--- config.mk ---
export PLATFORM = sky130hd
export DESIGN_NAME = isp8_ext_arb
export DESIGN_NICKNAME = d
export VERILOG_FILES = /design/src/rtl/isp8_arb_pkg.sv /design/src/rtl/isp8_arb_rr2.sv /design/src/rtl/isp8_ext_arb.sv
export SDC_FILE = /design/constraint.sdc
export NUM_CORES = 1
export LEC_CHECK = 0
export ABC_AREA = 1
export BUFFER_PORTS_ARGS = -buffer_cell sky130_fd_sc_hd__buf_2
export CAP_MARGIN = 25
export CORE_UTILIZATION = 30
export DETAILED_ROUTE_END_ITERATION = 10
export PLACE_DENSITY = 0.64
export RECOVER_POWER = 100
export SLEW_MARGIN = 25
export SYNTH_ARGS = -nofsm -noshare
export SYNTH_HDL_FRONTEND = slang
export SYNTH_HIERARCHICAL = 1
export SYNTH_SLANG_ARGS = --single-unit
--- constraint.sdc ---
create_clock -name clk -period 1.7 [get_ports clk]
set_input_delay 0.255 -clock clk [delete_from_list [all_inputs] [get_ports clk]]
set_output_delay 0.255 -clock clk [all_outputs]
set_load 0.05 [all_outputs]
--- src/rtl/isp8_arb_pkg.sv ---
// Shared definitions for the two-master Mico8 external bus arbiter.
// Contents: FSM state encoding and the read data returned on a forced
// (timed-out) completion.
package isp8_arb_pkg;

    typedef enum logic [1:0] {
        ST_IDLE = 2'd0,
        ST_WAIT = 2'd1,
        ST_DONE = 2'd2
    } state_t;

    localparam logic [7:0] ERR_RDATA = 8'hFF;

endpackage

--- src/rtl/isp8_arb_rr2.sv ---
// Two-way round-robin picker.
// Ports:
//   req0, req1  - request from master 0 / master 1
//   last        - index of the master that won the previous arbitration
//   grant_c     - index of the selected master (valid when valid_c=1)
//   valid_c     - at least one master is requesting
module isp8_arb_rr2 (
    input  logic req0,
    input  logic req1,
    input  logic last,
    output logic grant_c,
    output logic valid_c
);

    // On a tie the master that did not win last time is chosen.
    always_comb begin
        valid_c = req0 | req1;
        grant_c = (req0 & req1) ? ~last : req1;
    end

endmodule

--- src/rtl/isp8_ext_arb.sv ---
// Two-master arbiter for the Mico8 external memory bus. One transaction is
// in flight at a time; ties are resolved round-robin.
// Optional feature: define ISP8_ARB_TIMEOUT_EN to force completion with
// ERR_RDATA and an m_err pulse after TIMEOUT wait cycles without s_ready.
// Ports:
//   clk, rst            - clock, synchronous active-high reset
//   m0_*, m1_*          - master request side (addr/dout/rd/wr in, din/ready out)
//   s_*                 - slave side (addr/dout/rd/wr registered out, din/ready in)
//   grant, busy         - owning master index and transaction-in-progress flag
//   m_err               - timeout completion pulse (0 unless feature enabled)
// mN_ready, mN_din and m_err are combinational from s_ready/s_din.
module isp8_ext_arb
    import isp8_arb_pkg::*;
#(
    parameter int unsigned AW      = 8,
    parameter int unsigned TIMEOUT = 255
) (
    input  logic          clk,
    input  logic          rst,
    input  logic [AW-1:0] m0_addr,
    input  logic [7:0]    m0_dout,
    input  logic          m0_rd,
    input  logic          m0_wr,
    output logic [7:0]    m0_din,
    output logic          m0_ready,
    input  logic [AW-1:0] m1_addr,
    input  logic [7:0]    m1_dout,
    input  logic          m1_rd,
    input  logic          m1_wr,
    output logic [7:0]    m1_din,
    output logic          m1_ready,
    output logic [AW-1:0] s_addr,
    output logic [7:0]    s_dout,
    output logic          s_rd,
    output logic          s_wr,
    input  logic [7:0]    s_din,
    input  logic          s_ready,
    output logic          grant,
    output logic          busy,
    output logic          m_err
);

    state_t        state_q, state_d;
    logic [AW-1:0] s_addr_q, s_addr_d;
    logic [7:0]    s_dout_q, s_dout_d;
    logic          s_rd_q, s_rd_d;
    logic          s_wr_q, s_wr_d;
    logic          busy_q, busy_d;
    logic          grant_q, grant_d;
    logic          last_q, last_d;

    logic          pick_c, pick_valid_c;
    logic          done_c, err_c, ack_c;
    logic [7:0]    rdata_c;

    isp8_arb_rr2 u_rr2 (
        .req0    (m0_rd | m0_wr),
        .req1    (m1_rd | m1_wr),
        .last    (last_q),
        .grant_c (pick_c),
        .valid_c (pick_valid_c)
    );

`ifdef ISP8_ARB_TIMEOUT_EN
    localparam logic [15:0] TO_LAST = 16'(TIMEOUT - 32'd1);

    logic [15:0] wcnt_q, wcnt_d;

    // Wait counter: zero outside WAIT, counts WAIT cycles lacking s_ready.
    always_comb begin
        wcnt_d = wcnt_q;
        if (state_q != ST_WAIT) begin
            wcnt_d = '0;
        end else if (!s_ready) begin
            wcnt_d = wcnt_q + 16'd1;
        end
    end

    always_ff @(posedge clk) begin
        if (rst) begin
            wcnt_q <= '0;
        end else begin
            wcnt_q <= wcnt_d;
        end
    end

    // A real s_ready in the limit cycle takes priority over the timeout.
    assign err_c = (state_q == ST_WAIT) && !s_ready && (wcnt_q == TO_LAST);
`else
    logic unused_timeout;
    assign unused_timeout = ^{32'(TIMEOUT)};
    assign err_c = 1'b0;
`endif

    // Next-state and slave-side register loads.
    always_comb begin
        state_d  = state_q;
        s_addr_d = s_addr_q;
        s_dout_d = s_dout_q;
        s_rd_d   = s_rd_q;
        s_wr_d   = s_wr_q;
        busy_d   = busy_q;
        grant_d  = grant_q;
        last_d   = last_q;
        done_c   = 1'b0;
        case (state_q)
            ST_IDLE: begin
                if (pick_valid_c) begin
                    state_d = ST_WAIT;
                    grant_d = pick_c;
                    last_d  = pick_c;
                    busy_d  = 1'b1;
                    // rd together with wr is treated as a write
                    if (pick_c) begin
                        s_addr_d = m1_addr;
                        s_dout_d = m1_dout;
                        s_wr_d   = m1_wr;
                        s_rd_d   = m1_rd & ~m1_wr;
                    end else begin
                        s_addr_d = m0_addr;
                        s_dout_d = m0_dout;
                        s_wr_d   = m0_wr;
                        s_rd_d   = m0_rd & ~m0_wr;
                    end
                end
            end
            ST_WAIT: begin
                if (s_ready || err_c) begin
                    done_c  = 1'b1;
                    state_d = ST_DONE;
                    s_rd_d  = 1'b0;
                    s_wr_d  = 1'b0;
                    busy_d  = 1'b0;
                end
            end
            ST_DONE: begin
                // requests still high from the previous owner are ignored here
                state_d = ST_IDLE;
            end
            default: begin
                state_d = ST_IDLE;
            end
        endcase
    end

    always_ff @(posedge clk) begin
        if (rst) begin
            state_q  <= ST_IDLE;
            s_addr_q <= '0;
            s_dout_q <= 8'h00;
            s_rd_q   <= 1'b0;
            s_wr_q   <= 1'b0;
            busy_q   <= 1'b0;
            grant_q  <= 1'b0;
            last_q   <= 1'b1;
        end else begin
            state_q  <= state_d;
            s_addr_q <= s_addr_d;
            s_dout_q <= s_dout_d;
            s_rd_q   <= s_rd_d;
            s_wr_q   <= s_wr_d;
            busy_q   <= busy_d;
            grant_q  <= grant_d;
            last_q   <= last_d;
        end
    end

    // Completion is suppressed while reset abandons the transaction.
    assign ack_c   = done_c & ~rst;
    assign rdata_c = s_ready ? s_din : ERR_RDATA;

    assign m0_ready = ack_c & ~grant_q;
    assign m1_ready = ack_c & grant_q;
    assign m0_din   = m0_ready ? rdata_c : 8'h00;
    assign m1_din   = m1_ready ? rdata_c : 8'h00;
    assign m_err    = err_c & ~rst;

    assign s_addr = s_addr_q;
    assign s_dout = s_dout_q;
    assign s_rd   = s_rd_q;
    assign s_wr   = s_wr_q;
    assign grant  = grant_q;
    assign busy   = busy_q;

endmodule

Yosys cells after proc, flatten, opt, wreduce, memory -nomap -nowiden. Cells that the tools add are included. W data, S select, Z words.

Equality and inequality tests: 3. Mux-type cells: 20. Bitwise gates (word level): 14. Reduce and logical (&&, ||, !) cells: 5.

Operators with widths (number): $mux W8 (5); $mux W1 (9); $and A1 B1 Y1 (6); $pmux W1 S2 (3); $not A1 Y1 (5); $mux W2 (2); $ne A2 B2 Y1 const B (2); $pmux W2 S2 (1); $reduce_and A2 Y1 (2); $or A1 B1 Y1 (3); $reduce_and A3 Y1 (1); $eq A2 B1 Y1 const B (1); $logic_not A2 Y1 (1); $reduce_bool A2 Y1 (1).

Register bits: 23. Input port bits: 47. Output and inout port bits: 39.

Longest topological paths before layout.
Word-level depth: 6. Mapped depth: 9. Mapped depth without buffers: 8.

By module. The synthesis kept the hierarchy.

By module, submodules not included: isp8_ext_arb (times used 1, cells an instance 193, area each 1236.2 µm², seq. area each 460.4 µm²); isp8_arb_rr2 (times used 1, cells an instance 3, area each 15.0 µm², seq. area each 0.0 µm²).

Worst setup path before layout. OpenSTA, ideal clock, no wires.

Kind: register to output. From: register grant_q, in the netlist grant. To: output port m1_din[0]. Arrival: 1.614 ns. Slack: -0.169 ns. Cell stages (with the launch flop): 3. Buffers on the path: 0. Path through: dfxtp_1 nand2_4 a21oi_1.

Word-level cells in the longest chain between the ends: 2.

Ends and longest elaborated chain: start, declared (RTL line isp8_ext_arb.sv:49) `logic grant_q, grant_d;`; start signal, assigned (RTL line isp8_ext_arb.sv:163) `grant_q <= grant_d;`; $and A1 B1 Y1 (RTL line isp8_ext_arb.sv:173) `assign m1_ready = ack_c & grant_q;`; $mux W8 (RTL line isp8_ext_arb.sv:175) `assign m1_din = m1_ready ? rdata_c : 8'h00;`; end, declared (RTL line isp8_ext_arb.sv:30) `output logic [7:0] m1_din,`.

No other way between the ends.

Final worst setup path.
From: register state_q[1]. To: output port m1_din[4].

Word-level cells in the longest chain between the ends: 5.

Ends and longest elaborated chain: start, declared (RTL line isp8_ext_arb.sv:43) `state_t state_q, state_d;`; start signal, assigned (RTL line isp8_ext_arb.sv:157) `state_q <= state_d;`; $eq A2 B1 Y1 (RTL line isp8_ext_arb.sv:106) `case (state_q)`; $mux W1 (RTL line isp8_ext_arb.sv:106); $and A1 B1 Y1 (RTL line isp8_ext_arb.sv:169) `assign ack_c = done_c & ~rst;`; $and A1 B1 Y1 (RTL line isp8_ext_arb.sv:173); $mux W8 (RTL line isp8_ext_arb.sv:175).

No other way between the ends.

==> flow_summary_export.csv <==
group,metric,value,unit
setup_path,crit_slowest_cell,"dfxtp_2",
sta,fin_skew,1.88,ps
grt,grt_pass1_wl,5.05,mm
setup_path,r2r-start,"state_q[1]$_SDFFE_PP0P_",
drt,drcViolationCount,0,
synthesis,netlist-cell-type-count,20,
drt,vias,1441,
floorplan,die_h,66.6,um
sta,finalCriticalPeriod,1680,ps
synthesis,synth.avg_cell_area,6.38,um^2
grt,grt_antenna_before_repair,0,
layout,n_antenna_cell,0,
drt,routed_wirelength,3.37,mm
pwr,p_leak,0.963,nW
grt,grt_max_degree,23,
sta,fmax,594,MHz
layout,utilization,0.465,
floorplan,io_pins,86,
layout,syn_to_final_growth,48.6,%
run,cap_violations,0,
layout,multi_input_area,711,um^2
pwr,ir_worst_vdd,0.317,mV
grt,grt.overflow.total,0,
clock_network,cts_tree,"done",
placed_design,gp_congestion,0.734,
layout,nets,326,
grt,grt_pass1_vias,1187,
pwr,powerDensity,841,mW/mm^2
clock_network,cts-root-buf,"clkbuf_8",
setup_path,r2r_setup_slack,390,ps
placed_design,post-place-cells,323,
floorplan,die_width,66.6,um
layout,drive_gt1_frac,0.353,
setup_path,worstSetupEndpointType,"output port",
sta,maxSlewHeadroom,0.596,
hold_path,hp-start,"rst",
synthesis,synth_most_common_cell,"nand2_1",
clock_network,cts_buffers,3,
drt,drt_iter0_drc,29,
setup_path,critPathRequiredTime,1440,ps
clock_network,clk-insertion-delay-late,260,ps
sta,grt_setup_unrepaired,"yes",
synthesis,synth_nets,243,
hold_path,hold_path.class,"primary input to register",
run_status,outcome,"finished, final reports clean",
placed_design,io_buffer_count,84,
sta,hold_viol,0,
floorplan,fp.coreArea,0.00400,mm^2
sta,worst_pin_slew,608,ps
synthesis,ys.flop_type,"dfxtp_1",
setup_path,arrival,1430,ps
clock_network,cts_sinks,23,
drt,via_per_inst,4.39,
pwr,p_total,1.56,mW
grt,track_usage,0.149,
floorplan,rows,23,
clock_network,clockBufferDepth,2,
pwr,switchingPower,0.633,mW
setup_path,crit_fanout,9,
drt,routedWlPerCell,10.3,um
synthesis,synthCells,196,
sta,post-route-period-util,0.990,
pwr,combPwrFrac,0.384,
synthesis,synth_top_area_frac,0.368,
drt,drtAntennaViolNets,0,
setup_path,cpPeakStageDelay,350,ps
synthesis,ys_async_sr_fraction,0,
layout,instances_no_fill,328,
sta,timing_max_transition_violations_final,0,
synthesis,synth_edf_count,0,
setup_path,crit_chain,"inv_2 -> nand3_4 -> nor2_4 -> nand2_4 -> a21oi_1 -> buf_4",
setup_path,crit_start,"state_q[1]$_SDFFE_PP0P_",
synthesis,synthTopCellsByArea,"dfxtp_1, nand2_1, a21oi_1",
drt,firstDrtPassIters,4,
setup_path,cp-start-kind,"register",
synthesis,yosys.area.top_type,"dfxtp_1",
setup_path,critPathKind,"register to output port",
floorplan,start_util,0.313,
layout,seqCellArea,463,um^2
sta,finalSetupViolCount,0,
synthesis,synth_common_cells,"nand2_1, a21oi_1, dfxtp_1",
placed_design,hpwlAfterDp,2.44,mm
pwr,clock_power_share,0.211,
clock_network,path_clk_slew,70,ps
clock_network,cts_max_level,1,
floorplan,dieArea,0.00443,mm^2
synthesis,synth_sequential_area_ratio,0.368,
pwr,swShare,0.405,
synthesis,synth-seq-cells,23,
pwr,p_int,0.931,mW
synthesis,ys_warn_count,6,
pwr,pwr-share-seq,0.405,
synthesis,netlist_area,0.00125,mm^2
layout,num-fill-cells,422,
## power by group through the flow
stage                     clock network [mW]  logic, mW  registers (mW)
final                                  0.330      0.601           0.633
after global routing                   0.366      0.659           0.640
after CTS                              0.340      0.612           0.632
after detailed placement                   0      0.601           0.642
after global placement                     0      0.599           0.644
after floorplan                            0      0.281           0.811
## routing by layer
metal / share of wire / vias up / track usage
li1: - / 774 / -
met2: 0.43 / 64 / 0.242
met5: 0 / - / 0
met3: 0.082 / 6 / 0.0342
met1: 0.47 / 597 / 0.187
met4: 0.016 / 0 / 0.0638
## logic make-up (layout without fill, tap and decap cells)
family                 Yosys count  after routing  share of synthesized area
and+or+nand+nor                104            104                      0.360
AOI/OAI and AO/OA               40             40                      0.166
buffers and inverters           28            110                      0.103
DFF                             23             23                      0.368
other                            1              1                    0.00300
## cell usage in the layout (no fill, tap or decap), drive strengths merged, types with 2 or more instances in the layout
| cell type | synthesis | routed |
|---|---|---|
| a21oi | 39 | 39 |
| buf | 8 | 67 |
| clkbuf | 3 | 26 |
| dfxtp | 23 | 23 |
| inv | 17 | 17 |
| nand2 | 93 | 93 |
| nand3 | 5 | 5 |
| nor2 | 2 | 2 |
| or2 | 3 | 3 |
## cell type report
class | count | area share
Multi-Input combinational cell | 145 | 0.382
Timing Repair Buffer | 89 | 0.277
Sequential cell | 23 | 0.249
Inverter | 17 | 0.0343
Tap cell | 50 | 0.0336
Clock buffer | 4 | 0.0242
## stage by stage
step	hold WS, ps	setup TNS (ps)	setup slack [ps]	area [um^2]
floorplan	324	-1350	-169	1280
CTS	192	0	1.08	1840
global route	196	-621	-53.9	1860
detailed placement	456	0	111	1730
global placement	452	0	131	1730
finish	200	0	16.4	1860
## sequential cells by signal, indices dropped and copies added, names as in the netlist
name	flops
s_addr	8
last_q	1
s_wr	1
state_q	2
grant	1
s_dout	8
s_rd	1
busy	1
## path summary, 6_finish.rpt
check,endpoint,cells after the start
setup / recovery,m1_din[4],6
hold / removal,state_q[1]$_SDFFE_PP0P_,2
setup reg to reg,last_q$_SDFFE_PP1P_,5
hold reg to reg,s_addr[1]$_SDFFE_PP0P_,2
## critical path, delay by kind of cell, from the launching register on
kind,cells,cell delay (ps)
flops,1,350
simple gates,3,360
compound gates,1,150
buf+inv,2,310
## timing repair
action | CTS | global route
hold buffers | 0 | 0
pin swaps | 1 | 2
gates cloned | 0 | 0
resized for setup | 20 | 15
setup endpoints to repair | 18 | 18
buffers inserted | 1 | 0
No activity file was read; power rests on OpenSTA's default activity.
